## config.mk

```make
export PLATFORM = sky130hd
export DESIGN_NAME = req_onehot_arbiter
export DESIGN_NICKNAME = d
export VERILOG_FILES = /design/src/rtl/req_onehot_arbiter_pkg.sv /design/src/rtl/req_onehot_arbiter_line_debounce.sv /design/src/rtl/req_onehot_arbiter.sv
export SDC_FILE = /design/constraint.sdc
export NUM_CORES = 1
export LEC_CHECK = 0
export CAP_MARGIN = 20
export CORE_MARGIN = 2
export CORE_UTILIZATION = 55
export CTS_BUF_LIST = sky130_fd_sc_hd__clkbuf_4 sky130_fd_sc_hd__clkbuf_8
export DETAILED_ROUTE_END_ITERATION = 8
export PLACE_DENSITY_LB_ADDON = 0.12
export SETUP_SLACK_MARGIN = 0.2
export SYNTH_ARGS = -nofsm -noshare
export SYNTH_HDL_FRONTEND = slang
export SYNTH_SLANG_ARGS = --single-unit
```

## constraint.sdc

```tcl
create_clock -name clk -period 3.9 [get_ports clk]
set_input_delay 1.17 -clock clk [delete_from_list [all_inputs] [get_ports clk]]
set_output_delay 1.17 -clock clk [all_outputs]
set_load 0.05 [all_outputs]
```

## src/rtl/req_onehot_arbiter_pkg.sv

```systemverilog
// Shared defaults and helpers for the one-hot request arbiter.
// Imported by the debounce line and the arbiter top.
package req_onehot_arbiter_pkg;

    localparam int unsigned DEF_N               = 8;
    localparam int unsigned DEF_SYNC_STAGES     = 2;
    localparam int unsigned DEF_DEBOUNCE_CYCLES = 4;

    // Width of a counter that must hold 0..cycles.
    function automatic int unsigned cnt_width(input int unsigned cycles);
        int unsigned w;
        w = $clog2(cycles + 1);
        if (w < 1) begin
            w = 1;
        end
        return w;
    endfunction

    // Width of an index into n lines, never zero.
    function automatic int unsigned idx_width(input int unsigned n);
        int unsigned w;
        w = $clog2(n);
        if (w < 1) begin
            w = 1;
        end
        return w;
    endfunction

endpackage

```

## src/rtl/req_onehot_arbiter_line_debounce.sv

```systemverilog
// One request line: synchroniser chain, persistence counter and a
// registered pulse marking each debounced 0->1 transition.
module line_debounce
    import req_onehot_arbiter_pkg::*;
#(
    parameter int unsigned SYNC_STAGES     = DEF_SYNC_STAGES,
    parameter int unsigned DEBOUNCE_CYCLES = DEF_DEBOUNCE_CYCLES
) (
    input  logic clk,
    input  logic rst,
    input  logic raw_i,
    output logic deb_o,
    output logic rise_o
);

    localparam int unsigned CW = cnt_width(DEBOUNCE_CYCLES);
    localparam logic [CW-1:0] CNT_LAST = CW'(DEBOUNCE_CYCLES - 1);

    logic [SYNC_STAGES-1:0] sync_q;
    logic                   s;
    logic                   deb_q, deb_d;
    logic [CW-1:0]          cnt_q, cnt_d;
    logic                   rise_q, rise_d;

    assign s      = sync_q[SYNC_STAGES-1];
    assign deb_o  = deb_q;
    assign rise_o = rise_q;

    // Shift the raw line through the synchroniser flops.
    always_ff @(posedge clk or posedge rst) begin
        if (rst) begin
            sync_q <= '0;
        end else begin
            sync_q <= {sync_q[SYNC_STAGES-2:0], raw_i};
        end
    end

    // Count consecutive disagreement; any agreement restarts the count.
    always_comb begin
        deb_d  = deb_q;
        cnt_d  = '0;
        rise_d = 1'b0;
        if (s != deb_q) begin
            if (cnt_q == CNT_LAST) begin
                deb_d  = s;
                rise_d = s;
            end else begin
                cnt_d = cnt_q + 1'b1;
            end
        end
    end

    // Debounced level, counter and rising-edge pulse registers.
    always_ff @(posedge clk or posedge rst) begin
        if (rst) begin
            deb_q  <= 1'b0;
            cnt_q  <= '0;
            rise_q <= 1'b0;
        end else begin
            deb_q  <= deb_d;
            cnt_q  <= cnt_d;
            rise_q <= rise_d;
        end
    end

endmodule

```

## src/rtl/req_onehot_arbiter.sv

```systemverilog
// Debounced request lines latched as pending events and issued one at a
// time, round-robin, as a one-hot word on a valid/ready handshake.
module req_onehot_arbiter
    import req_onehot_arbiter_pkg::*;
#(
    parameter int unsigned N               = DEF_N,
    parameter int unsigned SYNC_STAGES     = DEF_SYNC_STAGES,
    parameter int unsigned DEBOUNCE_CYCLES = DEF_DEBOUNCE_CYCLES
) (
    input  logic         clk,
    input  logic         rst,
    input  logic [N-1:0] req_in,
    output logic [N-1:0] onehot_out,
    output logic         out_valid,
    input  logic         out_ready,
    output logic [N-1:0] pending,
    output logic         overrun
);

    localparam int unsigned IW = idx_width(N);
    localparam logic [IW-1:0] LAST_INIT = IW'(N - 1);

    logic [N-1:0]   deb;
    logic [N-1:0]   rise;

    logic [N-1:0]   pend_q, pend_d;
    logic [N-1:0]   oh_q, oh_d;
    logic           vld_q, vld_d;
    logic [IW-1:0]  last_q, last_d;
    logic           ovr_q, ovr_d;

    logic           load;
    logic [N-1:0]   clr;
    logic [IW:0]    sh;
    logic [2*N-1:0] rot_dbl;
    logic [N-1:0]   rot;
    logic [N-1:0]   pick;
    logic [2*N-1:0] back_dbl;
    logic [N-1:0]   grant;
    logic [IW-1:0]  grant_idx;

    genvar g;
    generate
        for (g = 0; g < N; g++) begin : g_line
            line_debounce #(
                .SYNC_STAGES    (SYNC_STAGES),
                .DEBOUNCE_CYCLES(DEBOUNCE_CYCLES)
            ) u_line (
                .clk   (clk),
                .rst   (rst),
                .raw_i (req_in[g]),
                .deb_o (deb[g]),
                .rise_o(rise[g])
            );
        end
    endgenerate

    assign onehot_out = oh_q;
    assign out_valid  = vld_q;
    assign pending    = pend_q;
    assign overrun    = ovr_q;

    // Round-robin pick: rotate so last_idx+1 sits at bit 0, take the
    // lowest set bit, rotate back into place.
    always_comb begin
        sh        = {1'b0, last_q} + 1'b1;
        rot_dbl   = {pend_q, pend_q} >> sh;
        rot       = rot_dbl[N-1:0];
        pick      = rot & (~rot + 1'b1);
        back_dbl  = {pick, pick} << sh;
        grant     = back_dbl[2*N-1:N];
        grant_idx = '0;
        for (int i = 0; i < N; i++) begin
            if (grant[i]) begin
                grant_idx = IW'(i);
            end
        end
    end

    // Handshake, pending set/clear (set wins) and overrun detection.
    always_comb begin
        load   = (|pend_q) && (!vld_q || out_ready);
        clr    = load ? grant : '0;
        pend_d = (pend_q & ~clr) | rise;
        ovr_d  = |(rise & pend_q & ~clr);
        oh_d   = oh_q;
        vld_d  = vld_q;
        last_d = last_q;
        if (load) begin
            oh_d   = grant;
            vld_d  = 1'b1;
            last_d = grant_idx;
        end else if (vld_q && out_ready) begin
            oh_d  = '0;
            vld_d = 1'b0;
        end
    end

    // Pending set, output register and round-robin pointer.
    always_ff @(posedge clk or posedge rst) begin
        if (rst) begin
            pend_q <= '0;
            oh_q   <= '0;
            vld_q  <= 1'b0;
            last_q <= LAST_INIT;
            ovr_q  <= 1'b0;
        end else begin
            pend_q <= pend_d;
            oh_q   <= oh_d;
            vld_q  <= vld_d;
            last_q <= last_d;
            ovr_q  <= ovr_d;
        end
    end

endmodule

```

==> results of run 1 <==
==> worst min-delay path by stage <==
stage | depth (start not counted) | slack (ps) | startpoint | endpoint
after global routing | 0 | 360 | g_line[2].u_line.sync_q[0] | g_line[2].u_line.sync_q[1]
after CTS | 0 | 360 | g_line[6].u_line.sync_q[0] | g_line[6].u_line.sync_q[1]
after global placement | 0 | 330 | g_line[6].u_line.sync_q[0] | g_line[6].u_line.sync_q[1]
after detailed placement | 0 | 330 | g_line[7].u_line.sync_q[0] | g_line[7].u_line.sync_q[1]
after floorplan | 0 | 330 | g_line[0].u_line.sync_q[0] | g_line[0].u_line.sync_q[1]
final | 0 | 350 | g_line[6].u_line.sync_q[0] | g_line[6].u_line.sync_q[1]
==> cells in the final DEF, fill, tap and decap left out, types with 6 or more instances in the layout <==
| cell type | instances |
|---|---|
| sky130_fd_sc_hd__a21o_1 | 9 |
| sky130_fd_sc_hd__a21oi_1 | 7 |
| sky130_fd_sc_hd__and3b_1 | 8 |
| sky130_fd_sc_hd__clkbuf_8 | 10 |
| sky130_fd_sc_hd__clkdlybuf4s50_1 | 28 |
| sky130_fd_sc_hd__dfrtp_1 | 74 |
| sky130_fd_sc_hd__ha_1 | 9 |
| sky130_fd_sc_hd__mux2_2 | 15 |
| sky130_fd_sc_hd__mux2i_1 | 11 |
| sky130_fd_sc_hd__nand2_1 | 40 |
| sky130_fd_sc_hd__nand2b_1 | 8 |
| sky130_fd_sc_hd__nand3_1 | 13 |
| sky130_fd_sc_hd__nor2_1 | 15 |
| sky130_fd_sc_hd__nor2b_1 | 11 |
| sky130_fd_sc_hd__nor3_1 | 16 |
| sky130_fd_sc_hd__nor3b_1 | 17 |
| sky130_fd_sc_hd__o211ai_1 | 6 |
| sky130_fd_sc_hd__xnor2_1 | 9 |
==> final cells by class <==
type                            instances  area (um2)
Tap cell                               99         124
Timing Repair Buffer                   34         338
Sequential cell                        77        1930
Inverter                                7        27.5
Clock buffer                           11         145
Multi-Input combinational cell        290        2140
Fill cell                             592        2560
Clock inverter                          5        58.8
==> routing by layer <==
layer / wire [um] / up-vias / global-route usage [%]
met5: 0 / - / 0
met4: 170 / 0 / 8.46
met3: 375 / 13 / 5.18
met2: 4630 / 99 / 39.3
met1: 4400 / 1632 / 33.0
li1: - / 1521 / -
==> flip-flops by register name, summed over array words and instances, names as in the netlist <==
signal,cells
overrun,1
pending,8
g_line.u_line.deb_o,8
onehot_out,8
out_valid,1
g_line.u_line.cnt_q,24
last_q,3
g_line.u_line.rise_o,8
g_line.u_line.sync_q,16
==> cells by family (layout without fill, tap and decap cells) <==
| group | after synthesis | in the layout |
|---|---|---|
| buffers and inverters | 34 | 57 |
| xor gates and xnor gates | 10 | 10 |
| and+or+nand+nor | 168 | 168 |
| AOI/OAI and AO/OA | 70 | 70 |
| adders and majority gates | 9 | 9 |
| DFF | 77 | 77 |
| muxes | 33 | 33 |
==> power by group through the flow <==
stage | logic [uW] | registers, uW | clock network (uW)
after floorplan | 1680 | 1330 | 0
after global placement | 2180 | 1360 | 0
after detailed placement | 2180 | 1370 | 0
after CTS | 2200 | 1360 | 631
after global routing | 2430 | 1410 | 661
final | 2220 | 1370 | 613
==> cells in the mapped netlist, drive strengths merged (11+ instances only) <==
cell type / n / area (um2)
buf: 14 / 85.1
mux2i: 11 / 110
nor2b: 11 / 68.8
clkbuf: 13 / 48.8
nor3b: 17 / 128
nor2: 15 / 56.3
nand3: 13 / 65.1
dfrtp: 74 / 1850
nand2: 40 / 150
mux2: 17 / 199
nor3: 16 / 80.1
==> through the flow <==
| step | std cells | util [%] | power [uW] |
|---|---|---|---|
| floorplan | 401 | - | 3010 |
| global placement | 507 | 62.2 | 3540 |
| detailed placement | 507 | 62.2 | 3560 |
| CTS | 523 | 65.0 | 4190 |
| global route | 523 | 65.0 | 4510 |
| finish | 523 | 65.0 | 4200 |
==> timing repair <==
action                                  in CTS  in global routing
endpoints found under the setup margin       0                  6
resized for setup                            0                  1
hold buffers                                 0                  0
==> flow_results.org, run 1 <==
** Placed design
- During placement, the flow inserted port buffers numbering 28.
- Cell area after placement :: ~4600 um2
- Final Wtd Congestion :: ~0.93
- Estimated wirelength of the detail-placed design :: roughly 6700 um
- Prior to clock tree synthesis, the placed netlist has a worst setup slack of 438 ps.

** Floorplan
- In this run the count of I/O pins placed on the die edge is 29.
- Overall die height :: 91.7 um
- The total area inside the core boundary comes to roughly 7300 um2.
- The initial utilization of the core area, before any placement, comes to 57.7%.
- The floorplan step defined a die boundary enclosing ~8400 um2.
- Number of placement rows :: 31
- The floorplan step set the die width to 91.7 um.

** GRT
- The number of global-route vias before repair came to between 3000 and 4000.
- The initial antenna violation count is 0.
- Entering global routing, the biggest net connects about 40 pins.
- Global routing used 24.4% of the available tracks across all layers.
- Total congestion overflow :: 0
- First-pass GRT wire length :: roughly 16000 um

** Route
- In this run, the number of DRC markers left after iteration 0 of detailed routing was 250.
- Total number of vias :: between 3000 and 4000
- After detailed routing, the number of vias per cell comes to approximately 6.2.
- The first TritonRoute pass finished after 5 iterations.
- Sum of routed wire length over all layers :: between 9000 and 10000 um
- The detail route stage leaves a number of antenna-violating nets equal to 0.
- Dividing the detail-routed wire length by the instance count gives about 18 um.
- Residual DRC count :: 0

** Setup path
- STA puts the critical path data required time at just over 4000 ps.
- Count of cell instances traversed by the critical path :: 8
- Along the worst path, the maximum fanout reaches 36.
- Endpoint of the lowest-slack register-to-register path :: overrun
- The worst register-to-register path begins at last_q[1].
- Launch point of the critical path :: last_q[1]
- Setup slack on the worst reg-to-reg path comes out at approximately 480 ps.
- Buffers & Inverters on Critical Path :: 0
- Endpoint of the worst setup timing path :: overrun
- The signal on the critical path passes through mux2_2 > mux2_4 > o32ai_2 > o2111ai_1 > a2111oi_0 > a311oi_1 > a311oi_1 > nand4_1.
- Critical Path Start Type :: flip-flop
- On the critical path, the stage with the largest delay is an instance of sky130_fd_sc_hd__dfstp_4.
- WP data arrival :: around 3600 ps
- The critical path is of the reg2reg type.
- Counting cells, the worst reg-to-reg path comes to 8.
- For this run, the slowest stage of the critical path takes between 800 and 900 ps.
- The most numerous cell type found on the critical path is sky130_fd_sc_hd__a311oi_1.
- Among cell families on the critical path, the largest total delay comes from compound AO/OA/AOI/OAI gates.
- CP Capture Type :: flip-flop

** Layout
- For this run, the post-layout net count is 439.
- From synthesis to final layout, the design area changed by 12.7%.
- With fillers left out, the area of the finished cells amounts to about 4800 um2.
- The number of antenna diodes in the final layout is 0.
- Share of final-layout standard cells stronger than drive strength 1 :: approximately 13%

** Power and ir drop
- The internal power of the cells totals approximately 2300 uW.
- For this design the total switching power over the nets is slightly below 2000 uW.
- Clk network pwr share :: approximately 15%
- Largest vdd supply drop :: around 0.4 mV
- In this run switching power makes up about 46% of total power.
- Power per standard cell area :: 882 nW/um2
- In this run the static leakage power is 0.00215 uW.
- Combinational logic is responsible for between 50 and 60% of the overall power.
- Sequential power share :: 32.5%

** Timing
- Worst hold margin :: 351 ps
- The routed design could run at a clock period as short as between 3000 and 4000 ps.
- Setup violations remaining at the end of the flow were counted as 0.
- Of the available clock period, the critical path in the final layout requires between 80% and 90%.
- The final count of pins violating max slew is 0.
- Worst clock skew :: roughly 12 ps
- In the final timing run, aggregate negative setup slack is 0 ps.
- The hold violation total from the final report came to 0.
- In this run the tightest slew margin relative to its limit is 40.0%.
- Achievable frequency :: slightly below 300 MHz
- Setup slack closes at about 480 ps.
- Worst-Margin Slew :: 894 ps
- Setup repair after global routing left no endpoint under its margin.

** Clocking
- Clock tree from TritonCTS :: done
- Number of buffers added for setup after CTS :: 0
- Clock buffers created by TritonCTS :: 9
- Clk sink count :: just under 80
- Clock latency on the worst-skew pair, taken at its later pin, is between 300 and 400 ps.
- # H-tree levels :: 3
- After clock tree synthesis, the clock-pin slew on the worst setup and hold paths is roughly 80 ps.
- No sink is reached through more buffers than the 2 on the longest clock path.
- Master cell of the clock root buffer :: sky130_fd_sc_hd__clkbuf_8

** Synth
- Post-synthesis average cell area :: ~11 um2
- Cell count after synthesis :: approximately 400
- After Yosys synthesis, full adders, half adders and majority gates account for approximately 2.7% of the synthesized area.
- The cell area that synthesis handed to floorplanning was around 4200 um2.
- Mux share of post-synthesis cell area :: 10.2%
- Xor/xnor share of the synthesized area :: ~2.1%
- Summing the areas of all compound-gate instances in the mapped netlist gives about an eighth of the synthesized area.
- Counting flops with an async set or reset pin after synthesis yields a share of 100%.
- Number of flops mapped to enable cells by yosys :: 0
- Summing the sequential cell areas from Yosys gives a little under half of the chip area.
- After synthesis, the largest family of logic cells by area is simple AND/OR/NAND/NOR gates.
- Total of warnings raised by yosys :: 0
- Share of synthesized cell area in and, or, nand and nor gates :: 22.6%
- The number of different library cells used by synthesis comes to 66.
- Synth Net Count :: roughly 420
- Among all flip-flop cells after synthesis, the most frequent one is sky130_fd_sc_hd__dfrtp_1.
- Number of synthesized register bits :: between 70 and 80

** Flow run
- Max-cap violations :: 0

** Hold path
- The min-delay analysis places its worst path in the category reg2reg.

** Outcome
- Status :: finished, final reports clean
(Power assumes the default switching activity.)
==> inputs of run 2 (changes only) <==
- SETUP_SLACK_MARGIN: 0.2 -> 0.1
==> flow_results.org, run 2 (synthesis results as in run 1) <==
** Flow run
- Max-cap violations :: 0

** Clocking
- Number of buffers added for setup after CTS :: 0
- Clock tree from TritonCTS :: done
- Clock tree synthesis selected as its root buffer the cell sky130_fd_sc_hd__clkbuf_8.
- Buffers inserted during clock tree synthesis total 9.
- Count of instances resized after the clock tree is built :: 0
- Clk sink count :: 77
- Clock transition at path regs :: 90 ps
- The later pin in the worst-skew pair is clocked with a latency of between 300 and 400 ps.
- Longest Clk Path Bufs :: 2
- For this design, the CTS-stage hold fixing added 0 buffers.
- The H-tree was split into 3 levels.

** Setup path
- Slowest stage cell on the critical path :: sky130_fd_sc_hd__dfstp_2
- Slowest stage delay, CP :: just over 1000 ps
- Critical path class :: reg2reg
- By instance count, the cell type seen most on the critical path is sky130_fd_sc_hd__a311oi_1.
- Critical Path Start Type :: flip-flop
- STA puts the critical path data required time at just over 4000 ps.
- STA classifies the critical path endpoint as a flip-flop.
- STA puts the critical path data arrival time at 3770 ps.
- In this run the worst path has a maximum fanout of 36.
- The critical path goes through mux2_2 > mux2_4 > o32ai_2 > o2111ai_1 > a2111oi_0 > a311oi_1 > a311oi_1 > nand4_1.

** GRT
- For this run, the total global-route usage over all layers was measured as 24.4%.
- Vias in the first global route :: approximately 3200
- Total congestion overflow :: 0
- The initial antenna violation count was 0.
- Maximum number of pins on one net before global-route repair :: 41
- First-pass GRT wire length :: about 16000 um

** Power and ir drop
- Combinational Power Share :: 52.9%
- Power per standard cell area :: 883 nW/um2
- The worst-case IR drop observed on VDD is 0.406 mV.
- Sequential power share :: between 30 and 40%
- Summed over all cells, the static leakage comes to approximately 0.0022 uW.
- The clock network accounts for about 15% of the total power.
- Net switching power of the design :: 1950 uW
- Switching portion of total power :: roughly 46%
- Int Power :: between 2000 and 2500 uW

** Route
- Count of routing violations after the opening detailed-route iteration :: ~250
- Total number of vias :: 3270
- Average wire per cell in the routed design :: about 18 um
- TritonRoute pass-1 iters :: 5
- Per-cell via count in the routed design :: roughly 6.3
- In this run the remaining antenna-violating nets after routing total 0.
- Sum of routed wire length over all layers :: between 9000 and 10000 um
- Residual DRC count :: 0

** Floorplan
- The region available for standard cell placement spans about 7300 um2.
- Number of I/O pins :: 29
- Horizontal die dimension :: roughly 90 um
- Number of placement rows :: 31
- Initial core utilization :: between 50% and 60%
- Overall die height :: roughly 92 um
- The floorplan step defined a die boundary enclosing between 8000 and 9000 um2.

** Layout
- Share of final-layout standard cells stronger than drive strength 1 :: 13.0%
- Core Util, Final :: around 65%
- In the layout the commonest cells are sky130_fd_sc_hd__dfrtp_1, sky130_fd_sc_hd__nand2_1, sky130_fd_sc_hd__clkdlybuf4s50_1, sky130_fd_sc_hd__nor3b_1, sky130_fd_sc_hd__nor3_1.
- With fillers left out, the area of the finished cells amounts to 4760 um2.
- The register with the most flip-flops in the layout has 24 of them.
- The layout has 591 filler cells.
- Post-layout net count :: 439
- Most frequent standard cell in the layout excluding fill and tap cells :: sky130_fd_sc_hd__dfrtp_1
- Summing all multi-input logic gate instances after layout gives between 2000 and 2500 um2.
- The number of antenna diodes in the final layout is 0.
- Synthesis-to-layout area growth :: 12.6%
- Largest registers :: g_line.u_line.cnt_q x24, g_line.u_line.sync_q x16
- g_line.u_line.cnt_q holds more flip-flops than any other register.
- The sequential cells in the finished layout cover a total of about 1900 um2.

** Timing
- Timing would allow up to between 200 and 300 MHz.
- Period minus WS final :: around 3600 ps
- Setup repair after global routing left no endpoint under its margin.
- Post-route clock period utilization :: around nine tenths
- Total negative slack for setup checks :: 0 ps
- Final setup fails :: 0
- For the final database, setup skew stands at roughly 14 ps.
- The hold violation total from the final report came to 0.
- Setup slack closes at around 340 ps.
- The worst pin sits at a relative slew slack of between 30% and 40%.
- At the pin with the least slew margin, the transition time is around 900 ps.
- Final Max Slew Viols :: 0

** Placed design
- Final Wtd Congestion :: ~0.93
- Timing analysis after detailed placement gives a worst setup slack of 438 ps.
- Estimated wirelength of the detail-placed design :: approximately 6700 um
- Number of buffers inserted by port buffering :: 28
- Cell area after placement :: 4560 um2

** Hold path
- Hold Path Class :: reg2reg

** Outcome
- Status :: finished, final reports clean
[run 2: cell types whose count changed in the layout (fill, tap and decap cells not counted)]
cell / before / now
sky130_fd_sc_hd__dfstp_4: 1 / 0
sky130_fd_sc_hd__dfstp_2: 2 / 3
[run 2: final timing paths]
check | startpoint | to | slack (ps) | cells past startpoint
worst max register to register | last_q[1] | overrun | 340 | 8
worst min-delay path | g_line[6].u_line.sync_q[0] | g_line[6].u_line.sync_q[1] | 350 | 0
worst min register to register | g_line[6].u_line.sync_q[0] | g_line[6].u_line.sync_q[1] | 350 | 0
min in group asynchronous | rst | g_line[1].u_line.rise_o | 1220 | 2
worst max-delay path | last_q[1] | overrun | 340 | 8
max in group asynchronous | rst | last_q[1] | 1990 | 3
[run 2: final cells by class]
class	instances	share of cell area, %
multi-input combinational	290	44.9
clock inverter	5	1.23
tap	99	2.60
sequential	77	40.5
timing repair buffer	34	7.09
clock buffer	11	3.05
inverter	7	0.578
[run 2: per-layer routing]
layer  part of all wire, %  global-route usage, %
met1                    45                   33.0
met3                   4.8                   5.18
met5                     0                      0
met2                    48                   39.3
met4                   1.9                   8.46
[run 2: through the flow]
step           cells  total power, uW  hold slack [ps]
2_1_floorplan    401             3010              331
3_3_place_gp     507             3540              332
3_5_place_dp     507             3560              335
4_1_cts          523             4190              355
5_1_grt          523             4510              360
6_report         523             4200              351
[run 2: power by group through the flow]
stage	Clock (uW)	Sequential (uW)	Combinational, uW
floorplan	0	1330	1680
global placement	0	1360	2180
detailed placement	0	1370	2180
CTS	631	1360	2200
global route	661	1410	2440
finish	614	1370	2220
[run 2: critical path: cells and delay by family (launching register included)]
family	cells	cell delay, ps
simple gates	1	140
compound gates	5	1570
flops	1	1010
mux	2	710
